File: src/rtl/bram_arb_pkg.sv
// Shared types and helpers for the single-port BRAM arbiter.
//   MAX_REQ : largest supported requester count
//   IDX_W   : width of a requester index
//   pick_t  : result of a round-robin search (found flag + index)
//   rr_pick : first set bit of valid at or after ptr, wrapping modulo n
package bram_arb_pkg;
  localparam int MAX_REQ = 8;
  localparam int IDX_W   = 3;

  typedef struct packed {
    logic             found;
    logic [IDX_W-1:0] idx;
  } pick_t;

  // Scan from the farthest offset down to offset 0 so the closest hit to ptr
  // is the last one written and therefore wins.
  function automatic pick_t rr_pick(input logic [MAX_REQ-1:0] valid,
                                    input logic [IDX_W-1:0]   ptr,
                                    input int                 n);
    pick_t p;
    int    k;
    p = '0;
    for (int i = MAX_REQ-1; i >= 0; i--) begin
      k = (int'(ptr) + i) % n;
      if (i < n && valid[k[IDX_W-1:0]]) begin
        p.found = 1'b1;
        p.idx   = k[IDX_W-1:0];
      end
    end
    return p;
  endfunction
endpackage

File: src/rtl/rr_arbiter.sv
// Round-robin arbiter with a registered priority pointer.
//   clk_i, rst_i : clock, async active-high reset
//   valid_i      : per-requester request
//   grant_o      : one-hot grant (zero when idle or in reset)
//   gnt_any_o    : a grant is issued this cycle
//   gnt_idx_o    : index of the granted requester
module rr_arbiter
  import bram_arb_pkg::*;
#(
  parameter int NUM_REQ = 2
) (
  input  logic               clk_i,
  input  logic               rst_i,
  input  logic [NUM_REQ-1:0] valid_i,
  output logic [NUM_REQ-1:0] grant_o,
  output logic               gnt_any_o,
  output logic [IDX_W-1:0]   gnt_idx_o
);
  logic [IDX_W-1:0]   r_ptr;
  logic [MAX_REQ-1:0] w_valid;
  pick_t              w_pick;

  always_comb begin
    w_valid                = '0;
    w_valid[NUM_REQ-1:0]   = valid_i;
    w_pick                 = rr_pick(w_valid, r_ptr, NUM_REQ);
    gnt_any_o              = w_pick.found & ~rst_i;
    gnt_idx_o              = w_pick.idx;
    grant_o                = gnt_any_o ? (NUM_REQ'(1) << w_pick.idx) : '0;
  end

  // Pointer moves just past the winner so it has lowest priority next time.
  always_ff @(posedge clk_i or posedge rst_i) begin
    if (rst_i)
      r_ptr <= '0;
    else if (gnt_any_o) begin
      if (w_pick.idx == IDX_W'(NUM_REQ-1)) r_ptr <= '0;
      else                                 r_ptr <= w_pick.idx + 1'b1;
    end
  end
endmodule

File: src/rtl/bram_1p_arbiter.sv
// Shares one single-port, no-change-mode synchronous BRAM among NUM_REQ
// requesters. One access granted per cycle; read data (1-cycle latency) is
// steered back to the requester that issued the read.
//   clk_i, rst_i  : clock, async active-high reset
//   req_*         : per-requester valid/ready/we and flattened addr/wdata
//   rsp_valid_o   : one-hot read-response pulse
//   rsp_rdata_o   : read data, pass-through of ram_rdata_i
//   ram_*         : BRAM drive and registered read data
module bram_1p_arbiter
  import bram_arb_pkg::*;
#(
  parameter int RAM_WIDTH     = 8,
  parameter int RAM_ADDR_BITS = 10,
  parameter int NUM_REQ       = 2
) (
  input  logic                             clk_i,
  input  logic                             rst_i,
  input  logic [NUM_REQ-1:0]               req_valid_i,
  output logic [NUM_REQ-1:0]               req_ready_o,
  input  logic [NUM_REQ-1:0]               req_we_i,
  input  logic [NUM_REQ*RAM_ADDR_BITS-1:0] req_addr_i,
  input  logic [NUM_REQ*RAM_WIDTH-1:0]     req_wdata_i,
  output logic [NUM_REQ-1:0]               rsp_valid_o,
  output logic [RAM_WIDTH-1:0]             rsp_rdata_o,
  output logic                             ram_en_o,
  output logic                             ram_we_o,
  output logic [RAM_ADDR_BITS-1:0]         ram_addr_o,
  output logic [RAM_WIDTH-1:0]             ram_wdata_o,
  input  logic [RAM_WIDTH-1:0]             ram_rdata_i
);
  logic [NUM_REQ-1:0] w_grant;
  logic               w_gnt_any;
  logic [IDX_W-1:0]   w_gnt_idx;
  logic               w_rd;
  logic               r_rsp_pend;
  logic [IDX_W-1:0]   r_rsp_owner;

  rr_arbiter #(.NUM_REQ(NUM_REQ)) u_rr (
    .clk_i     (clk_i),
    .rst_i     (rst_i),
    .valid_i   (req_valid_i),
    .grant_o   (w_grant),
    .gnt_any_o (w_gnt_any),
    .gnt_idx_o (w_gnt_idx)
  );

  assign req_ready_o = w_grant;

  // One-hot mux onto the RAM port; everything is zero when nothing is granted.
  always_comb begin
    ram_en_o    = w_gnt_any;
    ram_we_o    = |(req_we_i & w_grant);
    ram_addr_o  = '0;
    ram_wdata_o = '0;
    for (int k = 0; k < NUM_REQ; k++) begin
      if (w_grant[k]) begin
        ram_addr_o  = req_addr_i[k*RAM_ADDR_BITS +: RAM_ADDR_BITS];
        ram_wdata_o = req_wdata_i[k*RAM_WIDTH +: RAM_WIDTH];
      end
    end
  end

  assign w_rd = w_gnt_any & ~ram_we_o;

  // Reset clears the pending flag asynchronously, so an in-flight response
  // disappears immediately.
  always_ff @(posedge clk_i or posedge rst_i) begin
    if (rst_i) begin
      r_rsp_pend  <= 1'b0;
      r_rsp_owner <= '0;
    end else begin
      r_rsp_pend <= w_rd;
      if (w_rd) r_rsp_owner <= w_gnt_idx;
    end
  end

  // No-change BRAM holds its output across a following write, so the data
  // can be passed straight through.
  assign rsp_valid_o = r_rsp_pend ? (NUM_REQ'(1) << r_rsp_owner) : '0;
  assign rsp_rdata_o = ram_rdata_i;
endmodule

File: config.mk
export PLATFORM = sky130hd
export DESIGN_NAME = bram_1p_arbiter
export DESIGN_NICKNAME = d
export VERILOG_FILES = /design/src/rtl/bram_arb_pkg.sv /design/src/rtl/rr_arbiter.sv /design/src/rtl/bram_1p_arbiter.sv
export SDC_FILE = /design/constraint.sdc
export NUM_CORES = 1
export LEC_CHECK = 0
export BUFFER_PORTS_ARGS = -buffer_cell sky130_fd_sc_hd__clkbuf_2
export CORE_MARGIN = 2
export CORE_UTILIZATION = 25
export DETAILED_ROUTE_END_ITERATION = 12
export PLACE_DENSITY = 0.84
export RECOVER_POWER = 50
export SYNTH_ARGS = -nofsm -noshare
export SYNTH_HDL_FRONTEND = slang
export SYNTH_SLANG_ARGS = --single-unit
export TNS_END_PERCENT = 30
File: constraint.sdc
create_clock -name clk_i -period 2 [get_ports clk_i]
set_clock_uncertainty 0.05 [all_clocks]
set_input_delay 0.6 -clock clk_i [delete_from_list [all_inputs] [get_ports clk_i]]
set_output_delay 0.6 -clock clk_i [all_outputs]
set_load 0.01 [all_outputs]
==> After elaboration in Yosys (flattened, before gate mapping) <==
Cells that the tools add are included.
{ "word_totals": {"reg_bits": 5, "mem_bits_ro": 0, "ramBits": 0, "out_inout_bits": 32, "latch_bits": 0, "mem_count": 0} }
{ "classes": {"eq_ne": 1, "n_bitwise": 6, "mul": 0, "n_lt_le_gt_ge": 2, "shifts": 2, "n_reduce_logical": 1, "n_addsub": 2, "n_mux": 13, "div": 0} }
{ "ops": {"columns": ["op", "count"], "rows": [
  ["two-way mux 10 bit", 2],
  ["two-way mux 8 bit", 2],
  ["two-way mux 4 bit", 2],
  ["left shift 1 x 3 -> 2 bit (first input constant)", 2],
  ["less-than comparator 1 x 4 -> 1 bit (second input constant)", 1],
  ["less-than comparator 3 x 4 -> 1 bit (second input constant)", 1],
  ["two-way mux 1 bit", 4],
  ["two-way mux 2 bit", 2],
  ["equality test 3 x 1 -> 1 bit (second input constant)", 1],
  ["adder 1 bit (second input constant)", 2],
  ["bitwise AND 1 bit", 2],
  ["bitwise AND 2 bit", 1],
  ["binary-select mux 1 bit (select 2 bit)", 1],
  ["NOT 1 bit", 2],
  ["OR reduction 2 bit", 1],
  ["bitwise AND 1 bit (first input constant)", 1]
]} }

==> Logic depth before layout (Yosys ltp) <==
{ "depth": {"ltp_word": 12, "mapped_depth": 4} }

==> Cells and area by module <==
A second synthesis with hierarchy kept.
{ "unflattened": {"cells_unflattened": 64, "area_unflattened_um2": 551.8} }
{ "by_module_without_submodules": {"columns": ["mod", "n_inst", "area_per_inst_um2", "cells_per_inst"], "rows": [
  ["bram_1p_arbiter", 1, 451.7, 49],
  ["rr_arbiter", 1, 100.1, 15]
]} }

==> Worst setup path before layout <==
No wires, ideal clock.
{ "synth_timing": {"path_type": "input to output", "from": "in req_valid_i[0]", "to": "out ram_addr_o[0]", "slack_ps": 40, "arrival_time_ps": 1310, "cell_stages": 4, "path_buffers": 1, "required_ps": 1350, "cell_sequence": "nor2b_1 -> nor3b_2 -> buf_4 -> a22o_1"} }
{ "synth_rtl": {"columns": ["item", "line", "rtl"], "rows": [
  ["start, declared", "bram_1p_arbiter.sv:18", "input logic [NUM_REQ-1:0] req_valid_i,"],
  ["binary-select mux 1 bit (select 2 bit)", "bram_arb_pkg.sv:25", "if (i < n && valid[k[IDX_W-1:0]]) begin"],
  ["two-way mux 1 bit (implied by the code)", "bram_arb_pkg.sv:25", null],
  ["two-way mux 4 bit", "bram_arb_pkg.sv:25", null],
  ["two-way mux 4 bit (*)", "bram_arb_pkg.sv:25", null],
  ["left shift 1 x 3 -> 2 bit / bitwise AND 1 bit (equally long branches)", "rr_arbiter.sv:29, rr_arbiter.sv:27", null],
  ["two-way mux 2 bit (*)", "rr_arbiter.sv:29", "grant_o = gnt_any_o ? (NUM_REQ'(1) << w_pick.idx) : '0;"],
  ["net req_ready_o[1]", "bram_1p_arbiter.sv:19", "output logic [NUM_REQ-1:0] req_ready_o,"],
  ["two-way mux 10 bit (*)", "bram_1p_arbiter.sv:56", "if (w_grant[k]) begin"],
  ["end, declared", "bram_1p_arbiter.sv:27", "output logic [RAM_ADDR_BITS-1:0] ram_addr_o,"]
]} }
The timed path passes the listed nets; every way through them passes the cells marked *. The select of a mux whose other input is x is not followed.

==> Worst setup path after layout <==
{ "layout_timing": {"from": "in req_valid_i[0]", "to": "out ram_wdata_o[7]"} }
{ "layout_via": {"elab_chain_len": 8} }
{ "layout_rtl": {"columns": ["item", "line", "rtl"], "rows": [
  ["binary-select mux 1 bit (select 2 bit)", "bram_arb_pkg.sv:25", null],
  ["two-way mux 1 bit (implied by the code)", "bram_arb_pkg.sv:25", null],
  ["two-way mux 4 bit", "bram_arb_pkg.sv:25", null],
  ["two-way mux 4 bit (*)", "bram_arb_pkg.sv:25", null],
  ["left shift 1 x 3 -> 2 bit / bitwise AND 1 bit (equally long branches)", "rr_arbiter.sv:29, rr_arbiter.sv:27", null],
  ["two-way mux 2 bit (*)", "rr_arbiter.sv:29", null],
  ["two-way mux 8 bit", "bram_1p_arbiter.sv:56", null],
  ["two-way mux 8 bit (*)", "bram_1p_arbiter.sv:56", null],
  ["end, declared", "bram_1p_arbiter.sv:28", "output logic [RAM_WIDTH-1:0] ram_wdata_o,"]
]} }
Every way passes the cells marked *; elsewhere a longest branch is shown, timed or not. The select of a mux whose other input is x is not followed.

==> run_results.csv <==
group,metric,value,unit
status,status,"complete, but fails checks",
status,violations,"setup timing",
synthesis,ys_ff_latch,3,
setup_path,required,1.35,ns
clock_network,cts_buffers,3,
clock_network,clock_latency,0.23,ns
sta,relSlewSlack,0.849,
floorplan,die_w,45.8,um
synthesis,synthSimpleGateAreaFrac,0.106,
drt,first_iter_violations,1,
clock_network,cts.htree.levels,1,
power_and_ir_drop,power,0.000362,W
clock_network,clockRootBuffer,"clkbuf_4",
synthesis,synth_compound_area_frac,0.493,
setup_path,end_kind,"primary output",
power_and_ir_drop,ir_worst_vdd,0.247,mV
finish,fill_cells,171,
sta,max_freq,0.462,GHz
sta,drv_slew,0,
placed_design,dp_slack,-0.168,ns
synthesis,yosysUniqueCellTypes,16,
finish,mostFrequentLayoutCells,"clkbuf_2 (58), a22o_1 (19), buf_4 (7)",
setup_path,cp.arrival,1.52,ns
finish,final_common_cell,"clkbuf_2",
drt,first_pass_iters,2,
setup_path,reg2reg_to,"u_rr.r_ptr[0]",
floorplan,initial_core_util,0.259,
floorplan,placementRows,15,
drt,totalWireLength,1690,um
synthesis,ys_seq_area_frac,0.172,
setup_path,path_class,"primary input to primary output",
placed_design,placedCellCount,128,
synthesis,syn_nets,101,
finish,layoutNonFillerInstCount,133,
global_routing,grt-ovfl-total,0,
global_routing,grt_max_degree,13,
sta,grt_setup_unrepaired,"yes",
finish,finish.net_count,167,
synthesis,synth_adder_area_share,0,
sta,fin_crit,2.17,ns
setup_path,reg2reg_setup_slack,0.85,ns
clock_network,cts.clk_slew.worst_paths,0.04,ns
floorplan,ioPinCount,82,
clock_network,holdBufCountCts,0,
drt,drtAntennaViolNets,0,
floorplan,die_y,45.8,um
placed_design,io_buffers,65,
clock_network,cts.path.max_buffers,2,
floorplan,core,1690,um2
clock_network,cts_num_sinks,3,
run,cap_violations,0,
synthesis,syn_area,437,um2
drt,drc_errors,0,
global_routing,grt_pass1_vias,587,
power_and_ir_drop,power_density,453,nW/um2
finish,diodes,0,
synthesis,synth.avg_cell_area,8.56,um2
setup_path,rr_worst_depth,4,
finish,final_util,0.474,
global_routing,grtUsageTotal,0.163,
synthesis,synth_top_family_by_area,"compound AO/OA/AOI/OAI gates",
power_and_ir_drop,leakagePower,0.491,nW
finish,register_area,75.1,um2
synthesis,syn_inst,51,
sta,fin_crit_sh,1.08,
floorplan,dieArea,2100,um2
finish,drive_above_1_share,0.672,
setup_path,worstSetupEndpoint,"ram_wdata_o[7]",
sta,hold_violations,0,
sta,setup_ws,-0.166,ns
synthesis,synth.mux.area_fraction,0,
setup_path,path_max_fanout,11,
sta,tightestPinTransition,0.226,ns
finish,syn_to_final_growth,83.4,%
setup_path,crit_start,"req_valid_i[0]",
global_routing,grt_pass1_wl,2210,um
clock_network,cts_tree,"built",
drt,drt-vias-per-instance,5.05,
synthesis,synth_xor_area_frac,0,
global_routing,grt_antenna_before_repair,0,
setup_path,startpoint_type,"primary input",
drt,vias,671,
placed_design,place.gp.congestion,0.760,
setup_path,r2r_start,"u_rr.r_ptr[0]",
drt,wl_per_cell,12.7,um
hold_path,hold_path.class,"primary input to async pin",
finish,multi_input_area,267,um2
placed_design,dpl.hpwl,1470,um
sta,setup_viol,20,
synthesis,yosysWarnings,0,
-- synth_stat cells --
library cell	n	area [um2]
nor2b_1	2	12.5
inv_1	4	15.0
o2111ai_1	1	8.76
a22o_1	19	166
nand3b_1	1	7.51
a211oi_1	1	7.51
dfrtp_1	3	75.1
o21ba_2	1	10.0
and2_1	1	6.26
buf_2	2	10.0
a2bb2oi_1	1	8.76
buf_4	10	75.1
a21oi_1	1	5.00
a211o_1	1	8.76
nor3b_2	1	12.5
nor2_1	2	7.51
-- state kept, by name, summed over array words and instances (netlist names) --
name / count
u_rr.r_ptr: 1
r_rsp_pend: 1
r_rsp_owner: 1
-- report_power, final --
group	switching (W)	total, W	internal, W
registers	0.00000773	0.0000771	0.0000694
clock network	0.0000324	0.000107	0.0000748
logic	0.0000810	0.000178	0.0000970
-- final cells by class --
cell class / count / share of cell area
Sequential cell: 3 / 0.0938
Inverter: 4 / 0.0188
Multi-Input combinational cell: 32 / 0.333
Clock buffer: 4 / 0.0328
Timing Repair Buffer: 73 / 0.495
Tap cell: 17 / 0.0266
-- logic make-up after synthesis --
| kind of cell | after synthesis |
|---|---|
| simple gates | 7 |
| buf+inv | 16 |
| flops | 3 |
| compound gates | 25 |
-- worst max-delay path, stage by stage --
cell and delay, ns:
clkbuf_2 0.09, nor2b_1 0.14, nor3b_2 0.20, buf_4 0.20, a22o_1 0.15, clkbuf_2 0.12
-- how the worst min path moves through the flow --
stage                     end  slack [ns]            from
3_3_place_gp   r_rsp_owner[0]        0.47  r_rsp_owner[0]
4_1_cts            r_rsp_pend        0.35           rst_i
5_1_grt            r_rsp_pend        0.40           rst_i
6_report           r_rsp_pend        0.38           rst_i
3_5_place_dp   r_rsp_owner[0]        0.47  r_rsp_owner[0]
2_1_floorplan  r_rsp_owner[0]        0.31           rst_i
-- per-layer routing --
metal	up-vias	global-route usage	share of wire
met5	-	0	0
met4	0	0.120	0.016
met3	2	0.0278	0.089
met2	56	0.358	0.57
met1	293	0.110	0.33
li1	320	-	-
-- metrics by stage --
stage / area [um2] / hold WS [ns] / TNS, ns
4_1_cts: 792 / 0.354 / -3.07
6_report: 801 / 0.380 / -3.03
2_1_floorplan: 437 / 0.312 / 0
3_3_place_gp: 756 / 0.467 / -2.39
3_5_place_dp: 756 / 0.469 / -2.93
5_1_grt: 801 / 0.400 / -4.54
-- timing repair --
item / in CTS / in global routing
setup endpoints to repair: 21 / 21
buffers inserted: 1 / 0
endpoints found under the hold margin: 0 / 0
pin swaps: 8 / 1
gates resized for setup: 1 / 7
(Power assumes the default switching activity.)
